==> src/rtl/uart_tx_fifo.sv <==
// UART transmitter fed by a DEPTH-entry FIFO; frames start one cycle after the pop and tx is registered.
// No backpressure: a send while full is dropped and latched in a sticky overflow flag.

module sync_fifo #(
    parameter int W     = 8,
    parameter int DEPTH = 8
) (
    input  logic                     clk,
    input  logic                     rst,
    input  logic                     push,
    input  logic [W-1:0]             push_dat,
    input  logic                     pop,
    output logic [W-1:0]             head_dat,
    output logic                     full,
    output logic                     empty,
    output logic [$clog2(DEPTH):0]   level
);
    localparam int AW = $clog2(DEPTH);
    localparam int LW = AW + 1;

    logic [W-1:0]  mem [DEPTH];
    logic [AW-1:0] wr_ptr;
    logic [AW-1:0] rd_ptr;
    logic [LW-1:0] count;

    // Storage is not reset; only the pointers define what is valid.
    always_ff @(posedge clk) begin
        if (push) mem[wr_ptr] <= push_dat;
    end

    always_ff @(posedge clk or posedge rst) begin
        if (rst) begin
            wr_ptr <= '0;
            rd_ptr <= '0;
            count  <= '0;
        end else begin
            if (push) wr_ptr <= wr_ptr + AW'(1);
            if (pop)  rd_ptr <= rd_ptr + AW'(1);
            case ({push, pop})
                2'b10:   count <= count + LW'(1);
                2'b01:   count <= count - LW'(1);
                default: count <= count;
            endcase
        end
    end

    assign head_dat = mem[rd_ptr];
    assign full     = (count == LW'(DEPTH));
    assign empty    = (count == '0);
    assign level    = count;
endmodule

module uart_tx_fifo #(
    parameter int DATA_W  = 8,
    parameter int DEPTH   = 8,
    parameter int CLK_DIV = 16
) (
    input  logic                     clk,
    input  logic                     rst,
    input  logic [DATA_W-1:0]        data,
    input  logic                     send,
    input  logic                     parity_en,
    input  logic [1:0]               parity_mode,
    input  logic                     stop_bit_size,
    input  logic                     clr_ovf,
    output logic                     tx,
    output logic                     busy,
    output logic                     full,
    output logic                     empty,
    output logic [$clog2(DEPTH):0]   level,
    output logic                     overflow
);
    localparam int DIV_W = $clog2(CLK_DIV);
    localparam int BW    = $clog2(DATA_W);

    typedef enum logic [2:0] {IDLE, START, DATA, PARITY, STOP} state_t;

    state_t            state, state_nx;
    logic [DIV_W-1:0]  div, div_nx;
    logic [BW-1:0]     bit_idx, bit_nx;
    logic              stop_idx, stop_nx;
    logic [DATA_W-1:0] shreg, sh_nx;
    logic              par_en_q, par_bit_q, two_stop_q;
    logic              pop, push, drop, bit_end, par_bit, tx_nx;
    logic [DATA_W-1:0] head;

    assign push = send & (~full | pop);
    assign drop = send & full & ~pop;

    sync_fifo #(.W(DATA_W), .DEPTH(DEPTH)) u_fifo (
        .clk      (clk),
        .rst      (rst),
        .push     (push),
        .push_dat (data),
        .pop      (pop),
        .head_dat (head),
        .full     (full),
        .empty    (empty),
        .level    (level)
    );

    always_comb begin
        case (parity_mode)
            2'b11:   par_bit = ~(^head);
            2'b10:   par_bit = ^head;
            2'b01:   par_bit = 1'b1;
            default: par_bit = 1'b0;
        endcase
    end

    assign bit_end = (div == DIV_W'(CLK_DIV - 1));

    always_comb begin
        state_nx = state;
        div_nx   = (state == IDLE) ? '0 : div + DIV_W'(1);
        bit_nx   = bit_idx;
        stop_nx  = stop_idx;
        sh_nx    = shreg;
        pop      = 1'b0;
        case (state)
            IDLE: begin
                if (!empty) begin
                    pop      = 1'b1;
                    state_nx = START;
                    sh_nx    = head;
                end
            end
            START: begin
                if (bit_end) begin
                    state_nx = DATA;
                    div_nx   = '0;
                    bit_nx   = '0;
                end
            end
            DATA: begin
                if (bit_end) begin
                    div_nx = '0;
                    sh_nx  = shreg >> 1;
                    if (bit_idx == BW'(DATA_W - 1)) begin
                        state_nx = par_en_q ? PARITY : STOP;
                        stop_nx  = 1'b0;
                    end else begin
                        bit_nx = bit_idx + BW'(1);
                    end
                end
            end
            PARITY: begin
                if (bit_end) begin
                    state_nx = STOP;
                    div_nx   = '0;
                    stop_nx  = 1'b0;
                end
            end
            STOP: begin
                if (bit_end) begin
                    div_nx = '0;
                    if (two_stop_q && !stop_idx) begin
                        stop_nx = 1'b1;
                    end else if (!empty) begin
                        // Back-to-back: next frame starts with no idle bit.
                        pop      = 1'b1;
                        state_nx = START;
                        sh_nx    = head;
                    end else begin
                        state_nx = IDLE;
                    end
                end
            end
            default: state_nx = IDLE;
        endcase

        // tx is registered from the next-state view so it lines up with busy.
        case (state_nx)
            START:   tx_nx = 1'b0;
            DATA:    tx_nx = sh_nx[0];
            PARITY:  tx_nx = par_bit_q;
            default: tx_nx = 1'b1;
        endcase
    end

    always_ff @(posedge clk or posedge rst) begin
        if (rst) begin
            state      <= IDLE;
            div        <= '0;
            bit_idx    <= '0;
            stop_idx   <= 1'b0;
            shreg      <= '0;
            par_en_q   <= 1'b0;
            par_bit_q  <= 1'b0;
            two_stop_q <= 1'b0;
            tx         <= 1'b1;
            overflow   <= 1'b0;
        end else begin
            state    <= state_nx;
            div      <= div_nx;
            bit_idx  <= bit_nx;
            stop_idx <= stop_nx;
            shreg    <= sh_nx;
            tx       <= tx_nx;
            if (pop) begin
                par_en_q   <= parity_en;
                par_bit_q  <= par_bit;
                two_stop_q <= stop_bit_size;
            end
            if (drop)         overflow <= 1'b1;
            else if (clr_ovf) overflow <= 1'b0;
        end
    end

    assign busy = (state != IDLE);
endmodule

==> config.mk <==
export PLATFORM = sky130hd
export DESIGN_NAME = uart_tx_fifo
export DESIGN_NICKNAME = d
export VERILOG_FILES = /design/src/rtl/uart_tx_fifo.sv
export SDC_FILE = /design/constraint.sdc
export NUM_CORES = 1
export LEC_CHECK = 0
export BUFFER_PORTS_ARGS = -buffer_cell sky130_fd_sc_hd__buf_4
export CORE_MARGIN = 2
export CORE_UTILIZATION = 62
export CTS_CLUSTER_DIAMETER = 200
export DETAILED_ROUTE_END_ITERATION = 12
export PLACE_DENSITY = 0.89
export SETUP_SLACK_MARGIN = 0.4
export SLEW_MARGIN = 25
export SYNTH_ARGS = -nofsm -noshare
export SYNTH_HDL_FRONTEND = slang
export SYNTH_SLANG_ARGS = --single-unit
export TNS_END_PERCENT = 50
==> constraint.sdc <==
create_clock -name clk -period 4.5 [get_ports clk]
set_input_delay 1.35 -clock clk [delete_from_list [all_inputs] [get_ports clk]]
set_output_delay 1.35 -clock clk [all_outputs]
set_load 0.005 [all_outputs]
# == After elaboration in Yosys (flattened, before gate mapping) ==
# Memory sizes are Yosys's and may differ from the RTL's.
# Cells that the tools add are included.
# word_totals
output_inout_bits,9
reg_bits,34
romBits,0
mem_bits_rw,64
word_cells,105
inputBits,16
latch_bits,0
memories,1
# classes
magnitude_cmp,0
bitwise_logic,7
n_div,0
reduce_logical,15
shift,0
eq_ne,23
mul,0
n_addsub,6
mux,39
# mem_list
memory,depth,word_bits,read_ports,rd_ports_with_merged_regs,wr,line,text
u_fifo.mem,8,8,1,0,1,21,logic [W-1:0] mem [DEPTH];
# ops
op,n
2-to-1 mux 3 bit,11
2-to-1 mux 8 bit,4
case mux 8 bit (3 select lines),1
"!= test 2 bit, second input constant",8
case mux 3 bit (5 select lines),1
2-to-1 mux 1 bit,13
"equality test 3 x 2 -> 1 bit, second input constant",4
2-to-1 mux 4 bit,3
"adder 3 x 1 -> 3 bit, second input constant",3
case mux 1 bit (3 select lines),3
nonzero test 3 bit,3
"adder 4 x 1 -> 4 bit, second input constant",2
"equality test 4 bit, second input constant",2
case mux 4 bit (2 select lines),1
AND reduction 4 bit,2
XOR reduction 8 bit,1
"equality test 2 bit, second input constant",3
"equality test 3 x 1 -> 1 bit, second input constant",2
"equality test 3 bit, second input constant",2
case mux 3 bit (2 select lines),1
AND reduction 6 bit,1
nonzero test 2 bit,3
"equality test 2 x 1 -> 1 bit, second input constant",2
logical NOT 4 bit,1
other kinds (9),13

# == Longest topological paths before layout ==
# logic_depth
ltp_word,9
depth_mapped,14
mapped_depth_nobuf,14

# == Cells and area by module ==
# From an unflattened synthesis, not the netlist that was laid out.
# unflattened
cells_unflattened,288
hier_area_um2,4448.0
# by_module_without_submodules
module,seq_area_each_um2,area_each_um2,instances,cells_each
sync_fifo,2172.1,3103.0,1,154
uart_tx_fifo,601.8,1345.0,1,134

# == Worst setup path before layout ==
# Ideal clock, no wire load.
# synth_path
path_type,in2reg
start,input send
end,"memory u_fifo.mem[0][0], enable pin"
slack_ns,1.669
t_required_ns,4.105
t_arrival_ns,2.436
stages,3
cell_sequence,and2_1 inv_2 nor4_1
# synth_via
elab_chain_cells,3
# synth_lines
item,line,text
start: declaration,61,"input logic send,"
bitwise AND 1 bit,87,assign push = send & (~full | pop);
2-to-1 mux 1 bit,28,if (push) mem[wr_ptr] <= push_dat;
2-to-1 mux 1 bit (implied by the code),28,
end: declaration,21,
# Every way passes these cells.

# == Final worst setup path ==
# layout_path
start,register div[0]
end,"register u_fifo.count[2], in the netlist u_fifo.level[2]"
# layout_via
elab_chain_cells,7
elab_cells_between_ends,9
classes_between,eq/ne (3); mux (3); bitwise (2); reduce/logical (1)
# layout_lines
item,line,text
start: declaration,79,"logic [DIV_W-1:0] div, div_nx;"
start signal: assignment,195,div <= div_nx;
equality test 4 bit (*),111,assign bit_end = (div == DIV_W'(CLK_DIV - 1));
2-to-1 mux 1 bit (*),155,if (bit_end) begin
case mux 1 bit (2 select lines) (*),120,case (state)
OR 1 bit,87,
bitwise AND 1 bit,87,
equality test 2 x 1 -> 1 bit / equality test 2 bit (equally long branches),39,"case ({push, pop})"
case mux 4 bit (2 select lines) / nonzero test 2 bit (equally long branches),n/a,
end signal: assignment,40,2'b10: count <= count + LW'(1);
end signal: assignment,41,2'b01: count <= count - LW'(1);
end signal: assignment,42,default: count <= count;
end: declaration,24,logic [LW-1:0] count;
# Mark *: on every way between the ends. The rest lies on a longest branch, timed or not.
# A chain may end at the register's enable or synchronous reset.

==> metrics.md <==
| Metric | Value |
|---|---|
| Clock Sinks | between 90 and 100 |
| Antenna violations before repair | 0 |
| Drt drc | 0 |
| Die width | around 87 um |
| Setup TNS | 0 ps |
| R2R cell count | 14 |
| Largest family of logic cells by synthesized area | multiplexers |
| Final core utilization | 0.703 |
| Slowest Stage Delay on Critical Path | between 500 and 600 ps |
| Crit Path Class | flip-flop to flip-flop |
| Post-CTS Hold Fix Bufs | 0 |
| WL final | 7340 um |
| Most common cell after layout, fill and taps aside | edfxtp_1 |
| Grt ovf | 0 |
| Max-slew violation count | 0 |
| Initial DRT Pass Iterations | 5 |
| Synth area leaders | edfxtp_1 (45%), dfrtp_1 (19%), mux4_2 (4.8%) |
| HPWL Detailed | between 5000 and 6000 um |
| Leak | ~1.8 nW |
| Mux contribution to synthesized area | 0.129 |
| CTS H-tree lvls | 3 |
| Core footprint | approximately 6700 sq um |
| Ports | 25 |
| First-pass GRT wire length | around 12000 um |
| R2r setup slk | between 1000 and 1500 ps |
| Fin crit share | 0.749 |
| CP required | between 4000 and 5000 ps |
| R2R Path Start | div[0]$_DFF_PP0_ |
| Standard-cell rows | 30 |
| HP Start | div[0]$_DFF_PP0_ |
| Synthesized instance count | 272 |
| Most used DFF post-synth | edfxtp_1 |
| Class of the worst hold path | flip-flop to flip-flop |
| Setup Viol. Count Final | 0 |
| Via count | 2348 |
| Average wire per standard cell | 18.9 um |
| Num CTS Buffers | 9 |
| Pwr per Cell Area | 644 nW/um^2 |
| Post-CTS Resized | 0 |
| Count of cell types in the netlist | 43 |
| Ys async rst share | 0.347 |
| Via density | about 6.0 |
| Hold depth | 1 |
| Seq/Total Area, Yosys | 0.651 |
| Die Y-Extent | 86.9 um |
| Synth-to-Final Area Change | 10.9% |
| Initial Util | 0.634 |
| TritonCTS clock tree | done |
| Tot GR Track Use | 0.217 |
| Fin cells | around 390 |
| Post-synthesis compound-gate area fraction | 0.0591 |
| Routed Antenna Nets | 0 |
| # Post-CTS Setup Buffers | 0 |
| Achievable Freq | between 0.2 and 0.3 GHz |
| Largest net degree at the start of global routing | 26 |
| Peak fanout along the critical path | 17 |
| Worst path buffer plus inverter count | 1 |
| Vias in the first global route | ~2.3k |
| Layout cells sized above 1 | 0.214 |
| Top cell type's share of synthesized area | 0.451 |
| Data arrival, critical path | between 3000 and 4000 ps |
| XOR/XNOR Fraction of Synth Area | 0.0370 |
| Syn nets | between 200 and 300 |
| DRT iter0 DRCs | roughly 190 |
| Avg Inst Size Synth | around 16 sq um |
| Critical path endpoint category | flip-flop |
| Synth Area in Simple Gates | 0.0790 |
| Reg clk slew, reported paths | roughly 100 ps |
| R2R Path End | u_fifo.level[2]$_DFFE_PP0P_ |
| Post-Syn Area | around 4300 sq um |
| Worst Hold Slack | between 400 and 500 ps |
| Status | complete, no violations |
| Adder-cell share of the synthesized area | 0.0235 |
| CP max stage cell | nand3_1 |
| Flops & latches, synth | 98 |
| Synth warnings | 0 |
| GP Congestion | around 0.85 |
| Filler cells | between 300 and 400 |
| RSZ-0062 raised after global routing | no |
| Hold endpoint | div[0]$_DFF_PP0_ |
| Top delay family on crit path | simple AND/OR/NAND/NOR gates |
| Worst-Skew Late Latency | around 360 ps |
| Clock Tree Root | clkbuf_8 |
| CTS Buffer Depth | 2 |
| Max_slew headroom | 0.412 |
| Antenna diodes | 0 |
| CP cell instances | ha_1 -> nand3_1 -> o21ai_1 -> nand3_1 -> nand2_1 -> and2_1 -> inv_2 -> ha_1 -> xor2_1 -> ha_1 -> a21oi_1 -> xor2_1 -> nor2_1 -> xor2_1 |
| Die ar. | approximately 7500 sq um |
| Post-synth EDFFs | between 60 and 70 |
| Max-cap viol count | 0 |
| Final Hold Vio Count | 0 |
| Setup Skew | approximately 13 ps |
| Cells after DPL | between 300 and 400 |
| Worst VDD drop | about 0.32 mV |
| Most frequent cells in the layout | edfxtp_1 (64), dfrtp_1 (32), buf_4 (29) |
| Nets | 328 |
| CP Launch Type | flip-flop |
| Post-synth top area cell | edfxtp_1 |
| Minimum clock period | 3370 ps |
| I/O Buffers | 24 |
| Slew at the pin with the worst max-slew slack | a little under 900 ps |
[power breakdown]
part / internal, mW / switching [mW] / total (mW)
Combinational: 0.589 / 0.463 / 1.05
Clock: 0.222 / 0.335 / 0.557
Sequential: 1.18 / 0.250 / 1.44
Total: 2.00 / 1.05 / 3.04
[sequential cells by signal, indices dropped and copies added (netlist names)]
name           flops
bit_idx            3
div                4
overflow           1
par_bit_q          1
par_en_q           1
shreg              8
state              3
stop_idx           1
two_stop_q         1
tx                 1
u_fifo.level       4
u_fifo.mem        64
u_fifo.rd_ptr      3
u_fifo.wr_ptr      3
[how the worst max path moves through the flow]
stage	slack (ps)	cells after the start	to	startpoint
after floorplan	1670	3	u_fifo.mem[0][0]$_DFFE_PP_	send
after global placement	1380	12	u_fifo.level[2]$_DFFE_PP0P_	u_fifo.level[1]$_DFFE_PP0P_
after detailed placement	1220	14	u_fifo.level[2]$_DFFE_PP0P_	div[0]$_DFF_PP0_
after CTS	1190	14	u_fifo.level[2]$_DFFE_PP0P_	div[0]$_DFF_PP0_
after global routing	820	14	u_fifo.level[2]$_DFFE_PP0P_	div[0]$_DFF_PP0_
final	1130	14	u_fifo.level[2]$_DFFE_PP0P_	div[0]$_DFF_PP0_
[cells by family after synthesis]
logic type / count (synthesis)
flops: 98
simple gates: 68
compound gates: 37
mux: 27
xor+xnor: 18
buf+inv: 16
fa+ha+maj: 8
[routing by layer]
metal,vias to the layer above,track usage,share of wire
li1,1112,-,-
met1,1170,0.302,0.44
met2,62,0.346,0.51
met3,4,0.0474,0.048
met4,0,0.0739,0.0097
met5,-,0,0
[final cells by class]
type / count / area, sq um / share of cell area
Clock inverter: 7 / 76.3 / 0.0162
Inverter: 8 / 30.0 / 0.00636
Timing Repair Buffer: 29 / 218 / 0.0461
Tap cell: 80 / 100 / 0.0212
Clock buffer: 9 / 124 / 0.0262
Multi-Input combinational cell: 158 / 1400 / 0.296
Sequential cell: 98 / 2780 / 0.588
[synthesized netlist by cell type (4+ instances only)]
cell type / n
a22o_1: 5
o21ai_1: 4
clkbuf_1: 4
a21oi_1: 9
nor3_1: 7
ha_1: 8
xnor2_1: 12
mux2i_1: 5
edfxtp_1: 64
dfrtp_1: 33
nand2_1: 17
xor2_1: 6
nor2_1: 19
a221o_1: 6
mux4_1: 7
mux2i_4: 4
o21ai_0: 5
mux4_2: 9
nand2b_1: 5
inv_1: 5
nand3_1: 4
[metrics by stage]
stage | setup WS (ps) | power [mW] | cell area [sq um]
after floorplan | 1670 | 2.27 | 4260
after global placement | 1380 | 2.47 | 4520
after detailed placement | 1220 | 2.51 | 4520
after CTS | 1190 | 3.07 | 4720
after global routing | 822 | 3.23 | 4720
final | 1130 | 3.04 | 4720
Power figures use the tool's default switching activity.
